--- src/rtl/vend_pkg.sv ---
// Shared definitions for the vending controller.
//   state_t      : controller states (idle, accumulating credit, dispensing, returning change)
//   COIN_*       : coin acceptor / change hopper codes
//   UNITS_*      : coin values in 5rs credit units
//   coin_units() : coin code to credit units (0 for none or invalid)
package vend_pkg;

    typedef enum logic [1:0] {
        ST_IDLE   = 2'd0,
        ST_CREDIT = 2'd1,
        ST_VEND   = 2'd2,
        ST_CHANGE = 2'd3
    } state_t;

    localparam logic [1:0] COIN_NONE = 2'b00;
    localparam logic [1:0] COIN_5    = 2'b01;
    localparam logic [1:0] COIN_10   = 2'b10;
    localparam logic [1:0] COIN_BAD  = 2'b11;

    localparam logic [1:0] UNITS_5  = 2'd1;
    localparam logic [1:0] UNITS_10 = 2'd2;

    function automatic logic [1:0] coin_units(input logic [1:0] code);
        logic [1:0] units;
        case (code)
            COIN_5:  units = UNITS_5;
            COIN_10: units = UNITS_10;
            default: units = 2'd0;
        endcase
        return units;
    endfunction

endpackage

--- src/rtl/vend_change_engine.sv ---
// Change-return engine: pays out an amount one hopper coin at a time,
// largest coin first.
//   i_clk, i_rst_n : clock, asynchronous active-low reset
//   i_start        : begin paying out i_amount (must be non-zero)
//   i_amount       : live credit still owed (owned by the parent)
//   i_chg_ack      : hopper released the requested coin
//   o_chg_req      : coin request to the hopper, held until acknowledged
//   o_chg_coin     : requested coin (COIN_10 or COIN_5)
//   o_remaining    : amount owed after this cycle's acknowledge
//   o_done         : this cycle's acknowledge settles the last unit
module vend_change_engine
    import vend_pkg::*;
#(
    parameter int CREDIT_W = 4
) (
    input  logic                i_clk,
    input  logic                i_rst_n,
    input  logic                i_start,
    input  logic [CREDIT_W-1:0] i_amount,
    input  logic                i_chg_ack,
    output logic                o_chg_req,
    output logic [1:0]          o_chg_coin,
    output logic [CREDIT_W-1:0] o_remaining,
    output logic                o_done
);

    logic                r_active;
    logic                r_req;
    logic [1:0]          r_coin;
    logic                w_ack;
    logic [CREDIT_W-1:0] w_paid;
    logic [1:0]          w_pick;

    // An acknowledge only counts while the request is actually up.
    assign w_ack       = r_req & i_chg_ack;
    assign w_paid      = (r_coin == COIN_10) ? CREDIT_W'(UNITS_10) : CREDIT_W'(UNITS_5);
    assign o_remaining = w_ack ? (i_amount - w_paid) : i_amount;
    assign o_done      = w_ack && (o_remaining == '0);
    assign w_pick      = (i_amount >= CREDIT_W'(UNITS_10)) ? COIN_10 : COIN_5;

    assign o_chg_req   = r_req;
    assign o_chg_coin  = r_coin;

    always_ff @(posedge i_clk or negedge i_rst_n) begin
        if (!i_rst_n) begin
            r_active <= 1'b0;
            r_req    <= 1'b0;
            r_coin   <= COIN_NONE;
        end else if (i_start) begin
            r_active <= 1'b1;
            r_req    <= 1'b1;
            r_coin   <= w_pick;
        end else if (r_active) begin
            if (w_ack) begin
                // Request drops for one cycle after every acknowledge.
                r_req <= 1'b0;
                if (o_done) begin
                    r_active <= 1'b0;
                    r_coin   <= COIN_NONE;
                end
            end else if (!r_req) begin
                // i_amount already reflects the last coin paid.
                r_req  <= 1'b1;
                r_coin <= w_pick;
            end
        end
    end

endmodule

--- src/rtl/vend_sequencer.sv ---
// Multi-product vending controller: accumulates coin credit, validates
// selections against a price table, sequences dispense and change-return
// handshakes, refunds on cancel or inactivity.
//   i_clk, i_rst_n   : clock, asynchronous active-low reset
//   i_coin           : coin code, one cycle per coin (00 none, 01 5rs, 10 10rs, 11 bad)
//   i_sel_valid/_id  : single-cycle selection strobe and item
//   i_cancel         : single-cycle refund request
//   i_disp_ack       : dispenser finished
//   i_chg_ack        : hopper released one coin
//   o_disp_req/_id   : dispense request and item, held until acknowledged
//   o_chg_req/_coin  : change coin request and coin
//   o_coin_reject    : one-cycle pulse, coin returned unaccepted
//   o_short_credit   : one-cycle pulse, selection refused for low credit
//   o_credit         : current credit in 5rs units
//   o_busy           : dispensing or returning change
module vend_sequencer
    import vend_pkg::*;
#(
    parameter int NUM_ITEMS   = 4,
    parameter int CREDIT_W    = 4,
    parameter int MAX_CREDIT  = 8,
    parameter logic [NUM_ITEMS*CREDIT_W-1:0] PRICE_LIST = {4'd4, 4'd3, 4'd2, 4'd1},
    parameter int TIMEOUT_CYC = 1024,
    localparam int ID_W  = (NUM_ITEMS > 1) ? $clog2(NUM_ITEMS) : 1,
    localparam int TMR_W = (TIMEOUT_CYC > 1) ? $clog2(TIMEOUT_CYC) : 1
) (
    input  logic                i_clk,
    input  logic                i_rst_n,
    input  logic [1:0]          i_coin,
    input  logic                i_sel_valid,
    input  logic [ID_W-1:0]     i_sel_id,
    input  logic                i_cancel,
    input  logic                i_disp_ack,
    input  logic                i_chg_ack,
    output logic                o_disp_req,
    output logic [ID_W-1:0]     o_disp_id,
    output logic                o_chg_req,
    output logic [1:0]          o_chg_coin,
    output logic                o_coin_reject,
    output logic                o_short_credit,
    output logic [CREDIT_W-1:0] o_credit,
    output logic                o_busy
);

    state_t              r_state,        w_state_next;
    logic [CREDIT_W-1:0] r_credit,       w_credit_next;
    logic [TMR_W-1:0]    r_timer,        w_timer_next;
    logic                r_disp_req,     w_disp_req_next;
    logic [ID_W-1:0]     r_disp_id,      w_disp_id_next;
    logic                r_coin_reject,  w_coin_reject_next;
    logic                r_short_credit, w_short_credit_next;
    logic                r_busy,         w_busy_next;

    logic                w_chg_start;
    logic [CREDIT_W-1:0] w_chg_remaining;
    logic                w_chg_done;

    logic [CREDIT_W-1:0] w_price_tab [NUM_ITEMS];
    logic [CREDIT_W-1:0] w_price;
    logic [1:0]          w_units;
    logic [CREDIT_W:0]   w_sum;
    logic                w_coin_any;
    logic                w_coin_valid;
    logic                w_coin_fits;
    logic                w_timeout;

    genvar gi;
    generate
        for (gi = 0; gi < NUM_ITEMS; gi++) begin : g_price
            assign w_price_tab[gi] = PRICE_LIST[gi*CREDIT_W +: CREDIT_W];
        end
    endgenerate

    assign w_price      = w_price_tab[i_sel_id];
    assign w_units      = coin_units(i_coin);
    assign w_coin_any   = (i_coin != COIN_NONE);
    assign w_coin_valid = (w_units != 2'd0);
    // One extra bit so an overflowing sum is caught rather than wrapped.
    assign w_sum        = {1'b0, r_credit} + {{(CREDIT_W-1){1'b0}}, w_units};
    assign w_coin_fits  = (w_sum <= (CREDIT_W+1)'(MAX_CREDIT));
    assign w_timeout    = (r_timer == TMR_W'(TIMEOUT_CYC - 1));

    always_comb begin
        w_state_next        = r_state;
        w_credit_next       = r_credit;
        w_timer_next        = '0;
        w_disp_req_next     = r_disp_req;
        w_disp_id_next      = r_disp_id;
        w_coin_reject_next  = 1'b0;
        w_short_credit_next = 1'b0;
        w_chg_start         = 1'b0;

        case (r_state)
            ST_IDLE: begin
                if (w_coin_valid) begin
                    w_credit_next = CREDIT_W'(w_units);
                    w_state_next  = ST_CREDIT;
                end else if (w_coin_any) begin
                    w_coin_reject_next = 1'b1;
                end
                if (i_sel_valid) begin
                    w_short_credit_next = 1'b1;
                end
            end

            ST_CREDIT: begin
                w_timer_next = r_timer + TMR_W'(1);
                if (i_cancel) begin
                    w_timer_next       = '0;
                    w_coin_reject_next = w_coin_any;
                    if (r_credit == '0) begin
                        w_state_next = ST_IDLE;
                    end else begin
                        w_chg_start  = 1'b1;
                        w_state_next = ST_CHANGE;
                    end
                end else if (i_sel_valid) begin
                    w_timer_next       = '0;
                    w_coin_reject_next = w_coin_any;
                    if (r_credit >= w_price) begin
                        w_credit_next   = r_credit - w_price;
                        w_disp_id_next  = i_sel_id;
                        w_disp_req_next = 1'b1;
                        w_state_next    = ST_VEND;
                    end else begin
                        w_short_credit_next = 1'b1;
                    end
                end else if (w_coin_any) begin
                    w_timer_next = '0;
                    if (w_coin_valid && w_coin_fits) begin
                        w_credit_next = w_sum[CREDIT_W-1:0];
                    end else begin
                        w_coin_reject_next = 1'b1;
                    end
                end else if (w_timeout) begin
                    w_timer_next = '0;
                    if (r_credit == '0) begin
                        w_state_next = ST_IDLE;
                    end else begin
                        w_chg_start  = 1'b1;
                        w_state_next = ST_CHANGE;
                    end
                end
            end

            ST_VEND: begin
                w_coin_reject_next = w_coin_any;
                if (i_disp_ack && r_disp_req) begin
                    w_disp_req_next = 1'b0;
                    if (r_credit != '0) begin
                        w_chg_start  = 1'b1;
                        w_state_next = ST_CHANGE;
                    end else begin
                        w_state_next = ST_IDLE;
                    end
                end
            end

            ST_CHANGE: begin
                w_coin_reject_next = w_coin_any;
                w_credit_next      = w_chg_remaining;
                if (w_chg_done) begin
                    w_state_next = ST_IDLE;
                end
            end

            default: begin
                w_state_next = ST_IDLE;
            end
        endcase

        w_busy_next = (w_state_next == ST_VEND) || (w_state_next == ST_CHANGE);
    end

    always_ff @(posedge i_clk or negedge i_rst_n) begin
        if (!i_rst_n) begin
            r_state        <= ST_IDLE;
            r_credit       <= '0;
            r_timer        <= '0;
            r_disp_req     <= 1'b0;
            r_disp_id      <= '0;
            r_coin_reject  <= 1'b0;
            r_short_credit <= 1'b0;
            r_busy         <= 1'b0;
        end else begin
            r_state        <= w_state_next;
            r_credit       <= w_credit_next;
            r_timer        <= w_timer_next;
            r_disp_req     <= w_disp_req_next;
            r_disp_id      <= w_disp_id_next;
            r_coin_reject  <= w_coin_reject_next;
            r_short_credit <= w_short_credit_next;
            r_busy         <= w_busy_next;
        end
    end

    vend_change_engine #(
        .CREDIT_W (CREDIT_W)
    ) u_change (
        .i_clk       (i_clk),
        .i_rst_n     (i_rst_n),
        .i_start     (w_chg_start),
        .i_amount    (r_credit),
        .i_chg_ack   (i_chg_ack),
        .o_chg_req   (o_chg_req),
        .o_chg_coin  (o_chg_coin),
        .o_remaining (w_chg_remaining),
        .o_done      (w_chg_done)
    );

    assign o_disp_req     = r_disp_req;
    assign o_disp_id      = r_disp_id;
    assign o_coin_reject  = r_coin_reject;
    assign o_short_credit = r_short_credit;
    assign o_credit       = r_credit;
    assign o_busy         = r_busy;

endmodule

--- config.mk ---
export PLATFORM = sky130hd
export DESIGN_NAME = vend_sequencer
export DESIGN_NICKNAME = d
export VERILOG_FILES = /design/src/rtl/vend_pkg.sv /design/src/rtl/vend_change_engine.sv /design/src/rtl/vend_sequencer.sv
export SDC_FILE = /design/constraint.sdc
export NUM_CORES = 1
export LEC_CHECK = 0
export BUFFER_PORTS_ARGS = -buffer_cell sky130_fd_sc_hd__clkbuf_2
export CELL_PAD_IN_SITES_DETAIL_PLACEMENT = 1
export CELL_PAD_IN_SITES_GLOBAL_PLACEMENT = 1
export CORE_ASPECT_RATIO = 2
export CORE_MARGIN = 2
export CORE_UTILIZATION = 42
export CTS_BUF_LIST = sky130_fd_sc_hd__clkbuf_8
export CTS_CLUSTER_DIAMETER = 150
export DETAILED_ROUTE_END_ITERATION = 12
export PLACE_DENSITY = 0.8
export SLEW_MARGIN = 10
export SYNTH_ARGS = -nofsm -noshare
export SYNTH_HDL_FRONTEND = slang
export SYNTH_HIERARCHICAL = 1
export SYNTH_SLANG_ARGS = --single-unit
--- constraint.sdc ---
create_clock -name i_clk -period 2.2 [get_ports i_clk]
set_input_delay 0.11 -clock i_clk [delete_from_list [all_inputs] [get_ports i_clk]]
set_output_delay 0.11 -clock i_clk [all_outputs]
set_load 0.01 [all_outputs]
==> key figures <==
Place
  – DP Wirelength: ~4400 microns
  – DP Worst Slack: -260 ps
  – RD Place Congestion: between 0.8 and 0.9
  – # port buffers: 22
  – Dpl cells: between 300 and 400

STA
  – Highest Clock Rate: 0.409 GHz
  – Final Hold Vio Count: 0
  – Worst-margin pin slew: 675 ps
  – Fin worst setup slack: -244 ps
  – RSZ-0062 raised after global routing: yes
  – # setup viols final: 10
  – Hold_ws: 87.1 ps
  – Slew HR: 0.550
  – Max-slew violations: 0
  – Fin crit share: 1.11
  – Minimum clock period: ~2400 ps
  – Layout Skew: about 7.1 ps

Setup path
  – Critical path peak fanout: 3
  – WP data arrival: about 2600 ps
  – CP Class: flop to flop
  – Critical path, cell by cell: nand2b_4 -> ha_4 -> fa_1 -> xnor2_2 -> or3b_4 -> o31ai_4 -> mux2_4
  – Crit path launch type: flop
  – Slowest stage delay, CP: 430 ps
  – Worst setup EP type: flop
  – Worst path required time: ~2400 ps
  – Slowest-stage cell, CP: fa_1

Yosys
  – Largest family of logic cells by synthesized area: compound AO/OA/AOI/OAI gates
  – Largest area contributor in the netlist: dfrtp_1
  – Post-Syn Area per Cell: ~9.5 sq um
  – Adder-Cell Fraction of Synth Area: 0.140
  – Post-Syn Nets: ~250
  – Register bit total from synthesis: 26
  – Post-synthesis mux area share: 0.0429
  – Top-area cell type share of the netlist area: 0.318
  – Synthesized cell area: just over 2000 sq um
  – Most used flip-flop cell after synthesis: dfrtp_1
  – Largest cells by area after synthesis: dfrtp_1, ha_1, nor2_1, inv_1, nand2_1
  – Mapped Cells: roughly 220
  – Post-synth EDFFs: 0
  – Async SR Flop Fraction: 1.00
  – Register area share after synthesis: 0.318
  – Post-synthesis compound-gate area fraction: 0.205
  – Post-synth cell types: 60
  – XOR/XNOR share of the synthesized area: 0.0508
  – Simple-gate share of the synthesized area: 0.179
  – Count of warnings emitted by yosys: 6

Layout
  – # fillers: 570
  – Number of diodes: 0
  – Layout cell share with drive strength beyond 1: 0.398
  – Area growth syn-to-layout: 34.2%
  – Nets@finish: between 300 and 400
  – Fin cells: about 340
  – Leading cell type in the layout, fill and taps excluded: buf_4
  – Utilization after layout: 0.574
  – Most frequent cells in the layout: buf_4, dfrtp_1, clkbuf_2

Detailed routing
  – Total Wirelength: between 5000 and 6000 microns
  – # DRC: 0
  – Vias: 1900
  – Router iterations before antenna repair: 4
  – 1st-iter DRT viols: 14
  – Via density: roughly 5.7
  – WL/cell: between 15 and 20 microns
  – Antenna Violating Nets Remaining: 0

CTS
  – Clock latency on the worst-skew pair: ~280 ps
  – Deepest clock path buffer count: 2
  – CTS Buf Count: 3
  – Clk sink count: 26
  – H-tree depth: 1
  – Worst-path clk slew: around 100 ps
  – CTS tree: built
  – Clock root cell: clkbuf_8

Global route
  – Pin count of the biggest net entering global routing: 27
  – Global-route wire length before repair: roughly 9400 microns
  – Total global-route track usage: 0.231
  – Grt ovf: 0
  – Initial antenna violation count: 0
  – Vias in the first global route: between 2000 and 2500

Floorplanning
  – Die area: roughly 5500 sq um
  – Die width: between 50 and 60 microns
  – # rows: 36
  – Core ar.: 4770 sq um
  – Initial Utilization: 0.428
  – Boundary Pins: 23
  – Die Height: roughly 100 microns

Pwr
  – PD cells: between 1000 and 1500 nW/um^2
  – Pwr Total: 3.54 mW
  – Peak supply drop: around 0.71 mV
  – Leakage: roughly 1.3 nW

Min path
  – Worst hold path class: input port to flop

Outcome
  – Status: finished, violations left
  – Violated checks: negative setup slack

Flow run
  – Max cap viols: 0
where the power goes:
part	switching, mW	leakage [nW]	internal, mW	total (mW)
Clock	0.167	0.0357	0.244	0.411
Sequential	0.100	0.332	0.607	0.707
Combinational	1.18	0.909	1.25	2.42
Total	1.45	1.28	2.10	3.54
cell families after synthesis:
family | count (synthesis)
AND/OR/NAND/NOR | 73
AO/OA/AOI/OAI | 50
buffers and inverters | 26
flip-flops | 26
adder cells (fa/ha/maj) | 21
XOR/XNOR | 11
multiplexers | 8
registers in the layout (all words and copies together) (netlist names):
signal and cells:
r_timer 10, o_credit 4, o_disp_id 2, r_state 2
u_change/o_chg_coin 2, o_busy 1, o_coin_reject 1, o_disp_req 1
o_short_credit 1, u_change/o_chg_req 1, u_change/r_active 1
cell usage after synthesis (3+ instances only):
master	number
nor2_1	23
nand3_1	10
fa_1	3
o21ai_0	7
xnor2_1	5
dfrtp_1	26
o211ai_1	3
mux2_2	4
xor2_1	5
nand2_1	17
nor2b_1	4
inv_1	21
nor4_1	3
ha_1	18
buf_6	3
a21oi_1	5
critical path, delay by kind of cell (launching register included):
kind            cells  cell delay [ps]
compound gates      1              240
simple gates        2              570
fa+ha+maj           2              590
xor+xnor            1              210
mux                 1              330
flops               1              390
metrics by stage:
stage	cell area, sq um	TNS (ps)
finish	2740	-1870
CTS	2660	-1640
global placement	2530	-1200
detailed placement	2530	-1850
global route	2740	-2790
floorplan	2100	-579
final cells by class:
class / count / area, sq um / share of cell area
Tap cell: 57 / 71.3 / 0.0260
Timing Repair Buffer: 65 / 468 / 0.171
Sequential cell: 26 / 653 / 0.238
Multi-Input combinational cell: 163 / 1390 / 0.508
Inverter: 21 / 83.8 / 0.0306
Clock inverter: 1 / 30.0 / 0.0110
Clock buffer: 3 / 41.3 / 0.0151
metal layers:
metal,wire length [microns],vias up,part of all wire,track usage
met5,0,-,0,0
met1,2470,948,0.42,0.270
met3,147,16,0.025,0.0159
met2,3090,44,0.53,0.420
li1,-,892,-,-
met4,163,0,0.028,0.0907
timing repair:
action,CTS,global route
hold endpoints to repair,26,0
hold buffers,1,0
pin swaps,9,11
setup buffers,3,5
gates resized for setup,7,15
setup endpoints to repair,10,14
final timing paths:
check | slack, ps | cells after the start | start | to
worst max-delay path | -240 | 7 | u_change/o_chg_coin[0]$_DFFE_PN0P_ | u_change/o_chg_coin[0]$_DFFE_PN0P_
worst min-delay path | 90 | 2 | i_sel_id[1] | o_disp_id[1]$_DFFE_PN0P_
worst max register to register | -240 | 7 | u_change/o_chg_coin[0]$_DFFE_PN0P_ | u_change/o_chg_coin[0]$_DFFE_PN0P_
worst min register to register | 530 | 1 | o_disp_id[0]$_DFFE_PN0P_ | o_disp_id[0]$_DFFE_PN0P_
max in group asynchronous | 1350 | 2 | i_rst_n | o_credit[0]$_DFFE_PN0P_
min in group asynchronous | 380 | 2 | i_rst_n | u_change/o_chg_req$_DFFE_PN0P_
(Power assumes the default switching activity.)
